### src/rtl/raytrace_pkg.sv
// Shared ray-tracing types for the scheduler and the intersection datapath.
//   vec3_t         : three signed 32-bit coordinates
//   ray_t          : origin (0) and direction (1)
//   tri_t          : three vertices
//   rsched_state_t : scheduler FSM states
package raytrace_pkg;

  localparam int unsigned COORD_W        = 32;
  localparam int unsigned RSCHED_NUM_TRI = 1024;

  typedef logic [0:2][COORD_W-1:0] vec3_t;
  typedef vec3_t [0:1]             ray_t;
  typedef vec3_t [0:2]             tri_t;

  typedef enum logic [1:0] {
    IDLE  = 2'd0,
    SCAN  = 2'd1,
    DRAIN = 2'd2,
    DONE  = 2'd3
  } rsched_state_t;

endpackage

### src/rtl/tri_fetch_ctrl.sv
// Triangle fetch control for ray_tri_scheduler.
// Issues one triangle-memory read per cycle from address 0 up to num_tri-1
// and tracks every read through the two pipeline stages behind it:
//   stage 1 (data_valid): memory data is on i_tri_data this cycle
//   stage 2 (smp_valid) : triangle sits in the intersection register and the
//                         intersection result is sampled at the end of the cycle
// Ports:
//   clk, reset    : clock, synchronous active-high reset
//   flush         : abort issuing and drop all in-flight reads
//   start         : begin a scan of num_tri triangles (num_tri >= 1)
//   num_tri       : clamped triangle count, latched on start
//   tri_rd        : memory read strobe (registered)
//   tri_addr      : memory read address (registered)
//   data_valid    : stage-1 valid
//   smp_valid     : stage-2 valid
//   smp_idx       : triangle index belonging to the stage-2 sample
//   last_issue_c  : the final address is being issued this cycle
//   busy_c        : a read is being issued or memory data is still ahead
module tri_fetch_ctrl #(
  parameter int unsigned ADDR_W = 10
) (
  input  logic              clk,
  input  logic              reset,
  input  logic              flush,
  input  logic              start,
  input  logic [ADDR_W:0]   num_tri,
  output logic              tri_rd,
  output logic [ADDR_W-1:0] tri_addr,
  output logic              data_valid,
  output logic              smp_valid,
  output logic [ADDR_W-1:0] smp_idx,
  output logic              last_issue_c,
  output logic              busy_c
);

  localparam int unsigned CNT_W = ADDR_W + 1;

  logic [ADDR_W-1:0] last_addr;
  logic [ADDR_W-1:0] data_idx;

  assign last_issue_c = tri_rd && (tri_addr == last_addr);
  assign busy_c       = tri_rd || data_valid;

  // Address counter, read strobe and the valid/index shift register.
  always_ff @(posedge clk) begin
    if (reset) begin
      tri_rd     <= 1'b0;
      tri_addr   <= '0;
      last_addr  <= '0;
      data_valid <= 1'b0;
      smp_valid  <= 1'b0;
      data_idx   <= '0;
      smp_idx    <= '0;
    end else begin
      // Indices follow the address unconditionally; the valids qualify them.
      data_idx <= tri_addr;
      smp_idx  <= data_idx;
      if (flush) begin
        tri_rd     <= 1'b0;
        data_valid <= 1'b0;
        smp_valid  <= 1'b0;
      end else begin
        data_valid <= tri_rd;
        smp_valid  <= data_valid;
        if (start) begin
          tri_rd    <= 1'b1;
          tri_addr  <= '0;
          last_addr <= ADDR_W'(num_tri - CNT_W'(1));
        end else if (last_issue_c) begin
          tri_rd <= 1'b0;
        end else if (tri_rd) begin
          tri_addr <= tri_addr + ADDR_W'(1);
        end
      end
    end
  end

endmodule

### src/rtl/ray_tri_scheduler.sv
// Ray/triangle scan scheduler.
// Accepts one ray at a time, streams triangles 0..N-1 from triangle memory
// through an external combinational intersection unit and returns the
// lowest-index hit plus hit/invalid counts over a valid/ready result port.
// Build option RAYSCHED_COUNT_EN: when defined, every triangle is tested and
// o_hit_cnt is the full hit count; when undefined, the scan stops at the
// first hit (surplus in-flight reads are dropped uncounted).
// Ports:
//   clk, reset                      : clock, synchronous active-high reset
//   i_ray_valid/o_ray_ready, i_ray  : ray request handshake and payload
//   i_num_tri                       : triangle count, clamped to NUM_TRI
//   o_tri_rd/o_tri_addr, i_tri_data : triangle memory (1-cycle read latency)
//   o_isect_ray, o_isect_triangle   : intersection unit operands
//   i_isect_normal/invalid/result   : intersection unit results
//   o_done_valid/i_done_ready       : result handshake
//   o_hit, o_hit_idx, o_normal      : first (lowest-index) hit
//   o_hit_cnt, o_inv_cnt            : saturating hit / invalid counts
module ray_tri_scheduler
  import raytrace_pkg::*;
#(
  parameter int unsigned NUM_TRI = RSCHED_NUM_TRI,
  parameter int unsigned ADDR_W  = $clog2(NUM_TRI)
) (
  input  logic              clk,
  input  logic              reset,
  input  logic              i_ray_valid,
  output logic              o_ray_ready,
  input  ray_t              i_ray,
  input  logic [ADDR_W:0]   i_num_tri,
  output logic              o_tri_rd,
  output logic [ADDR_W-1:0] o_tri_addr,
  input  tri_t              i_tri_data,
  output ray_t              o_isect_ray,
  output tri_t              o_isect_triangle,
  input  vec3_t             i_isect_normal,
  input  logic              i_isect_invalid,
  input  logic              i_isect_result,
  output logic              o_done_valid,
  input  logic              i_done_ready,
  output logic              o_hit,
  output logic [ADDR_W-1:0] o_hit_idx,
  output vec3_t             o_normal,
  output logic [ADDR_W:0]   o_hit_cnt,
  output logic [ADDR_W:0]   o_inv_cnt
);

  localparam int unsigned     CNT_W   = ADDR_W + 1;
  localparam logic [CNT_W-1:0] CNT_MAX = CNT_W'(NUM_TRI);

`ifdef RAYSCHED_COUNT_EN
  localparam bit EARLY_EXIT = 1'b0;
`else
  localparam bit EARLY_EXIT = 1'b1;
`endif

  rsched_state_t     state;
  logic [CNT_W-1:0]  num_clamped_c;
  logic              accept_c;
  logic              start_c;
  logic              first_hit_c;
  logic              early_stop_c;

  logic              data_valid;
  logic              smp_valid;
  logic [ADDR_W-1:0] smp_idx;
  logic              last_issue_c;
  logic              busy_c;

  assign num_clamped_c = (i_num_tri > CNT_MAX) ? CNT_MAX : i_num_tri;
  assign accept_c      = i_ray_valid && o_ray_ready;
  assign start_c       = accept_c && (num_clamped_c != '0);

  // A valid, non-invalid positive result before any hit has been recorded.
  assign first_hit_c  = smp_valid && !i_isect_invalid && i_isect_result && !o_hit;
  assign early_stop_c = EARLY_EXIT && first_hit_c;

  tri_fetch_ctrl #(
    .ADDR_W (ADDR_W)
  ) u_fetch (
    .clk          (clk),
    .reset        (reset),
    .flush        (early_stop_c),
    .start        (start_c),
    .num_tri      (num_clamped_c),
    .tri_rd       (o_tri_rd),
    .tri_addr     (o_tri_addr),
    .data_valid   (data_valid),
    .smp_valid    (smp_valid),
    .smp_idx      (smp_idx),
    .last_issue_c (last_issue_c),
    .busy_c       (busy_c)
  );

  // Scheduler FSM, operand registers and result accumulators.
  always_ff @(posedge clk) begin
    if (reset) begin
      state            <= IDLE;
      o_ray_ready      <= 1'b1;
      o_done_valid     <= 1'b0;
      o_isect_ray      <= '0;
      o_isect_triangle <= '0;
      o_hit            <= 1'b0;
      o_hit_idx        <= '0;
      o_normal         <= '0;
      o_hit_cnt        <= '0;
      o_inv_cnt        <= '0;
    end else begin
      if (data_valid) begin
        o_isect_triangle <= i_tri_data;
      end

      // Sample the intersection result for the stage-2 triangle.
      if (smp_valid) begin
        if (i_isect_invalid) begin
          if (o_inv_cnt != CNT_MAX) begin
            o_inv_cnt <= o_inv_cnt + CNT_W'(1);
          end
        end else if (i_isect_result) begin
          if (o_hit_cnt != CNT_MAX) begin
            o_hit_cnt <= o_hit_cnt + CNT_W'(1);
          end
          if (!o_hit) begin
            o_hit     <= 1'b1;
            o_hit_idx <= smp_idx;
            o_normal  <= i_isect_normal;
          end
        end
      end

      case (state)
        IDLE: begin
          if (accept_c) begin
            o_ray_ready <= 1'b0;
            o_isect_ray <= i_ray;
            o_hit       <= 1'b0;
            o_hit_idx   <= '0;
            o_normal    <= '0;
            o_hit_cnt   <= '0;
            o_inv_cnt   <= '0;
            if (num_clamped_c == '0) begin
              state        <= DONE;
              o_done_valid <= 1'b1;
            end else begin
              state <= SCAN;
            end
          end
        end
        SCAN: begin
          // An early-exit hit flushes the pipeline, so nothing is left to drain.
          if (early_stop_c) begin
            state        <= DONE;
            o_done_valid <= 1'b1;
          end else if (last_issue_c) begin
            state <= DRAIN;
          end
        end
        DRAIN: begin
          // !busy_c: the last triangle is the one being sampled this cycle.
          if (early_stop_c || !busy_c) begin
            state        <= DONE;
            o_done_valid <= 1'b1;
          end
        end
        DONE: begin
          if (i_done_ready) begin
            state        <= IDLE;
            o_done_valid <= 1'b0;
            o_ray_ready  <= 1'b1;
          end
        end
        default: begin
          state <= IDLE;
        end
      endcase
    end
  end

endmodule

### config.mk
export PLATFORM = sky130hd
export DESIGN_NAME = ray_tri_scheduler
export DESIGN_NICKNAME = d
export VERILOG_FILES = /design/src/rtl/raytrace_pkg.sv /design/src/rtl/tri_fetch_ctrl.sv /design/src/rtl/ray_tri_scheduler.sv
export SDC_FILE = /design/constraint.sdc
export NUM_CORES = 1
export LEC_CHECK = 0
export ABC_AREA = 0
export BUFFER_PORTS_ARGS = -buffer_cell sky130_fd_sc_hd__buf_4
export CAP_MARGIN = 10
export CORE_AREA = 3 3 468 470
export CTS_BUF_LIST = sky130_fd_sc_hd__clkbuf_4 sky130_fd_sc_hd__clkbuf_8 sky130_fd_sc_hd__clkbuf_16
export CTS_CLUSTER_SIZE = 28
export DETAILED_ROUTE_END_ITERATION = 8
export DIE_AREA = 0 0 471 473
export HOLD_SLACK_MARGIN = 0.02
export SYNTH_ARGS = -nofsm -noshare
export SYNTH_HDL_FRONTEND = slang
export SYNTH_SLANG_ARGS = --single-unit
### constraint.sdc
create_clock -name clk -period 3.7 [get_ports clk]
set_input_delay 0.37 -clock clk [delete_from_list [all_inputs] [get_ports clk]]
set_output_delay 0.37 -clock clk [all_outputs]
set_load 0.1 [all_outputs]
==> flow_metrics.py <==
metrics = {
    "layout": {
        "final_cell_mix": "buf_4 (1,221), dfxtp_1 (655), nand2_1 (623), dlygate4sd3_1 (587), nor2_1 (329)",
        "syn2layout_area_growth_pct": 90.5,
        "fin_area_um2": 44600,
        "final_common_cell": "buf_4",
        "multi_input_area_um2": 9520,
        "utilization": 0.207,
        "ff_latch_area_um2": 13100,
        "fill_cells": 23516,
        "num-nets-final": 4922,
        "post_route_cells_drive_above_1_share": 0.321,
        "final-instance-count-excl-fill": 7265,
    },
    "cts": {
        "cts_sinks": 656,
        "cts_resized": 0,
        "tritoncts": "built",
        "clkTransAtPathRegs_ns": 0.06,
        "cts_buffers": 85,
        "clk-insertion-delay-late_ns": 0.71,
        "clk_path_buf_depth": 3,
        "clockRootBuffer": "clkbuf_16",
        "h-tree-depth": 3,
    },
    "sta": {
        "timing.fmax_mhz": 392,
        "fin_hold_ws_ns": 0.117,
        "rsz0062_at_grt": "false",
        "fin_ws_ns": 1.15,
        "worst_pin_slew_ns": 1.17,
        "finalHoldViolations": 0,
        "fin_tns_setup_ns": 0,
        "period_share": 0.690,
        "fin_skew_ns": 0.0263,
        "setup_violations": 0,
        "fin_crit_ns": 2.55,
        "slew_headroom": 0.219,
        "maxSlewViolCount": 0,
    },
    "setup_path": {
        "path_class": "flop to flop",
        "crit_required_ns": 4.24,
        "cp_num_buf_inv": 2,
        "r2r_cells": 6,
        "critPathCaptureType": "flop",
        "crit_chain": "inv_1 -> ha_1 -> nand3_4 -> nand2_4 -> buf_12 -> a21oi_1",
        "cp.arrival_ns": 3.10,
        "cp_top_family": "simple AND/OR/NAND/NOR gates",
        "critPathMaxStageDelay_ns": 0.61,
        "cp_slowest_cell": "nand3_4",
        "cp_max_fo": 129,
        "cp_num_cells": 6,
        "start_kind": "flop",
    },
    "power_and_ir_drop": {
        "power.total_mw": 23.9,
        "ir_worst_vdd_mv": 0.395,
        "p_leak_nw": 18.2,
        "power_density_nw_per_um2": 537,
    },
    "hold_path": {
        "holdPathStages": 4,
        "hp-class": "input pin to flop",
    },
    "synthesis": {
        "synth_warnings": 0,
        "dominantRegCellSynth": "dfxtp_1",
        "syn_inst": 2586,
        "synth_edf_count": 0,
        "synthesis.area_um2": 23400,
        "synth_fp_nets": 3190,
        "avgSynthCellArea_um2": 9.05,
        "synth-seq-cells": 656,
        "seq_area_frac_synth": 0.561,
        "synthDistinctLibCells": 57,
        "async_flop_share": 0,
    },
    "place": {
        "io_buffers": 1214,
        "dp_hpwl_mm": 140,
        "dpl_worst_slack_ns": 1.12,
        "numPlacedInstances": 6482,
        "placed_cell_area_um2": 35700,
        "routabilityCongestion": 0.892,
    },
    "die": {
        "core_um2": 215000,
        "io_pins": 1215,
        "die-area_um2": 223000,
        "rows": 170,
        "dieHeight_um": 473,
        "fp.dieW_um": 471,
        "initial_core_util": 0.109,
    },
    "global_routing": {
        "grt_max_degree": 157,
        "grt_pass1_vias": 25969,
        "track_usage": 0.146,
        "grt_pass1_wl_mm": 223,
        "antenna_found_initial": 103,
        "grt_remaining_overflow": 0,
    },
    "routing": {
        "via_per_inst": 3.53,
        "remaining_drc_errors": 0,
        "vias": 25675,
        "dr.pass1.iters": 5,
        "drt_iter0_drc": 1315,
        "final_antenna_net_count": 0,
        "drt-total-wl_mm": 171,
        "wl_per_cell_um": 23.6,
    },
    "outcome": {
        "status": "completed",
    },
    "flow_run": {
        "maxCapViolCount": 0,
    },
}
where the power goes:
group,leakage (nW),switching (mW),total [mW],internal [mW]
clock network,1.43,3.63,8.63,5.01
registers,5.33,0.316,7.87,7.56
logic,11.5,5.45,7.42,1.97
total,18.2,9.39,23.9,14.5
worst min-delay path: cells and delay by family:
| family | cells | cell delay [ns] |
|---|---|---|
| buffers and inverters | 1 | 0.12 |
| and+or+nand+nor | 2 | 0.20 |
| xor gates and xnor gates | 1 | 0.07 |
routing by layer:
layer | wire, um | vias to the layer above | global-route usage
li1 | - | 12030 | -
met1 | 63000 | 12016 | 0.153
met2 | 76000 | 1274 | 0.233
met3 | 25500 | 321 | 0.0982
met4 | 6710 | 34 | 0.0529
met5 | 195 | - | 0
final cells by class:
cell class,count,share of cell area
timing repair buffer,1821,0.343
sequential,656,0.295
multi-input combinational,1741,0.214
tap,2838,0.0797
clock buffer,116,0.0542
clock inverter,39,0.0113
antenna,41,0.00230
inverter,13,0.00109
synth_stat cells (all sizes together) (7+ instances only):
cell / number / share of area
a21oi: 309 / 0.067
and3: 7 / 0.0019
buf: 39 / 0.0095
clkbuf: 137 / 0.022
dfxtp: 656 / 0.56
ha: 11 / 0.0059
inv: 13 / 0.0021
mux2i: 292 / 0.12
nand2: 625 / 0.10
nand3: 13 / 0.0028
nand4: 8 / 0.0021
nor2: 331 / 0.053
nor2b: 22 / 0.0059
nor3: 15 / 0.0032
nor4: 9 / 0.0024
xnor2: 7 / 0.0026
xor2: 26 / 0.0097
worst paths after layout:
| kind | startpoint | end | slack, ns |
|---|---|---|---|
| setup / recovery | state[0] | o_normal[69] | 1.15 |
| hold reg to reg | u_fetch.smp_idx[3] | o_hit_idx[3] | 0.43 |
| setup reg to reg | state[0] | o_normal[69] | 1.15 |
| hold / removal | i_num_tri[5] | u_fetch.last_addr[5] | 0.12 |
logic make-up after synthesis:
logic type,Yosys count,synth area share
and+or+nand+nor,1057,0.182
DFF,656,0.561
AOI/OAI and AO/OA,346,0.0793
muxes,294,0.126
buffers and inverters,189,0.0336
xor gates and xnor gates,33,0.0124
adders and majority gates,11,0.00588
sequential cells by signal, indices dropped and copies added (netlist names):
register / flops
o_done_valid: 1
o_hit: 1
o_hit_cnt: 11
o_hit_idx: 10
o_inv_cnt: 11
o_isect_ray: 192
o_isect_triangle: 288
o_normal: 96
o_ray_ready: 1
state: 2
u_fetch.data_idx: 10
u_fetch.data_valid: 1
u_fetch.last_addr: 10
u_fetch.smp_idx: 10
u_fetch.smp_valid: 1
u_fetch.tri_addr: 10
u_fetch.tri_rd: 1
repair_timing:
action | 4_1_cts | 5_1_grt
hold buffers | 587 | 0
buffers inserted | 0 | 0
hold endpoints to repair | 584 | 0
endpoints found under the setup margin | 0 | 0
(Power assumes the default switching activity.)
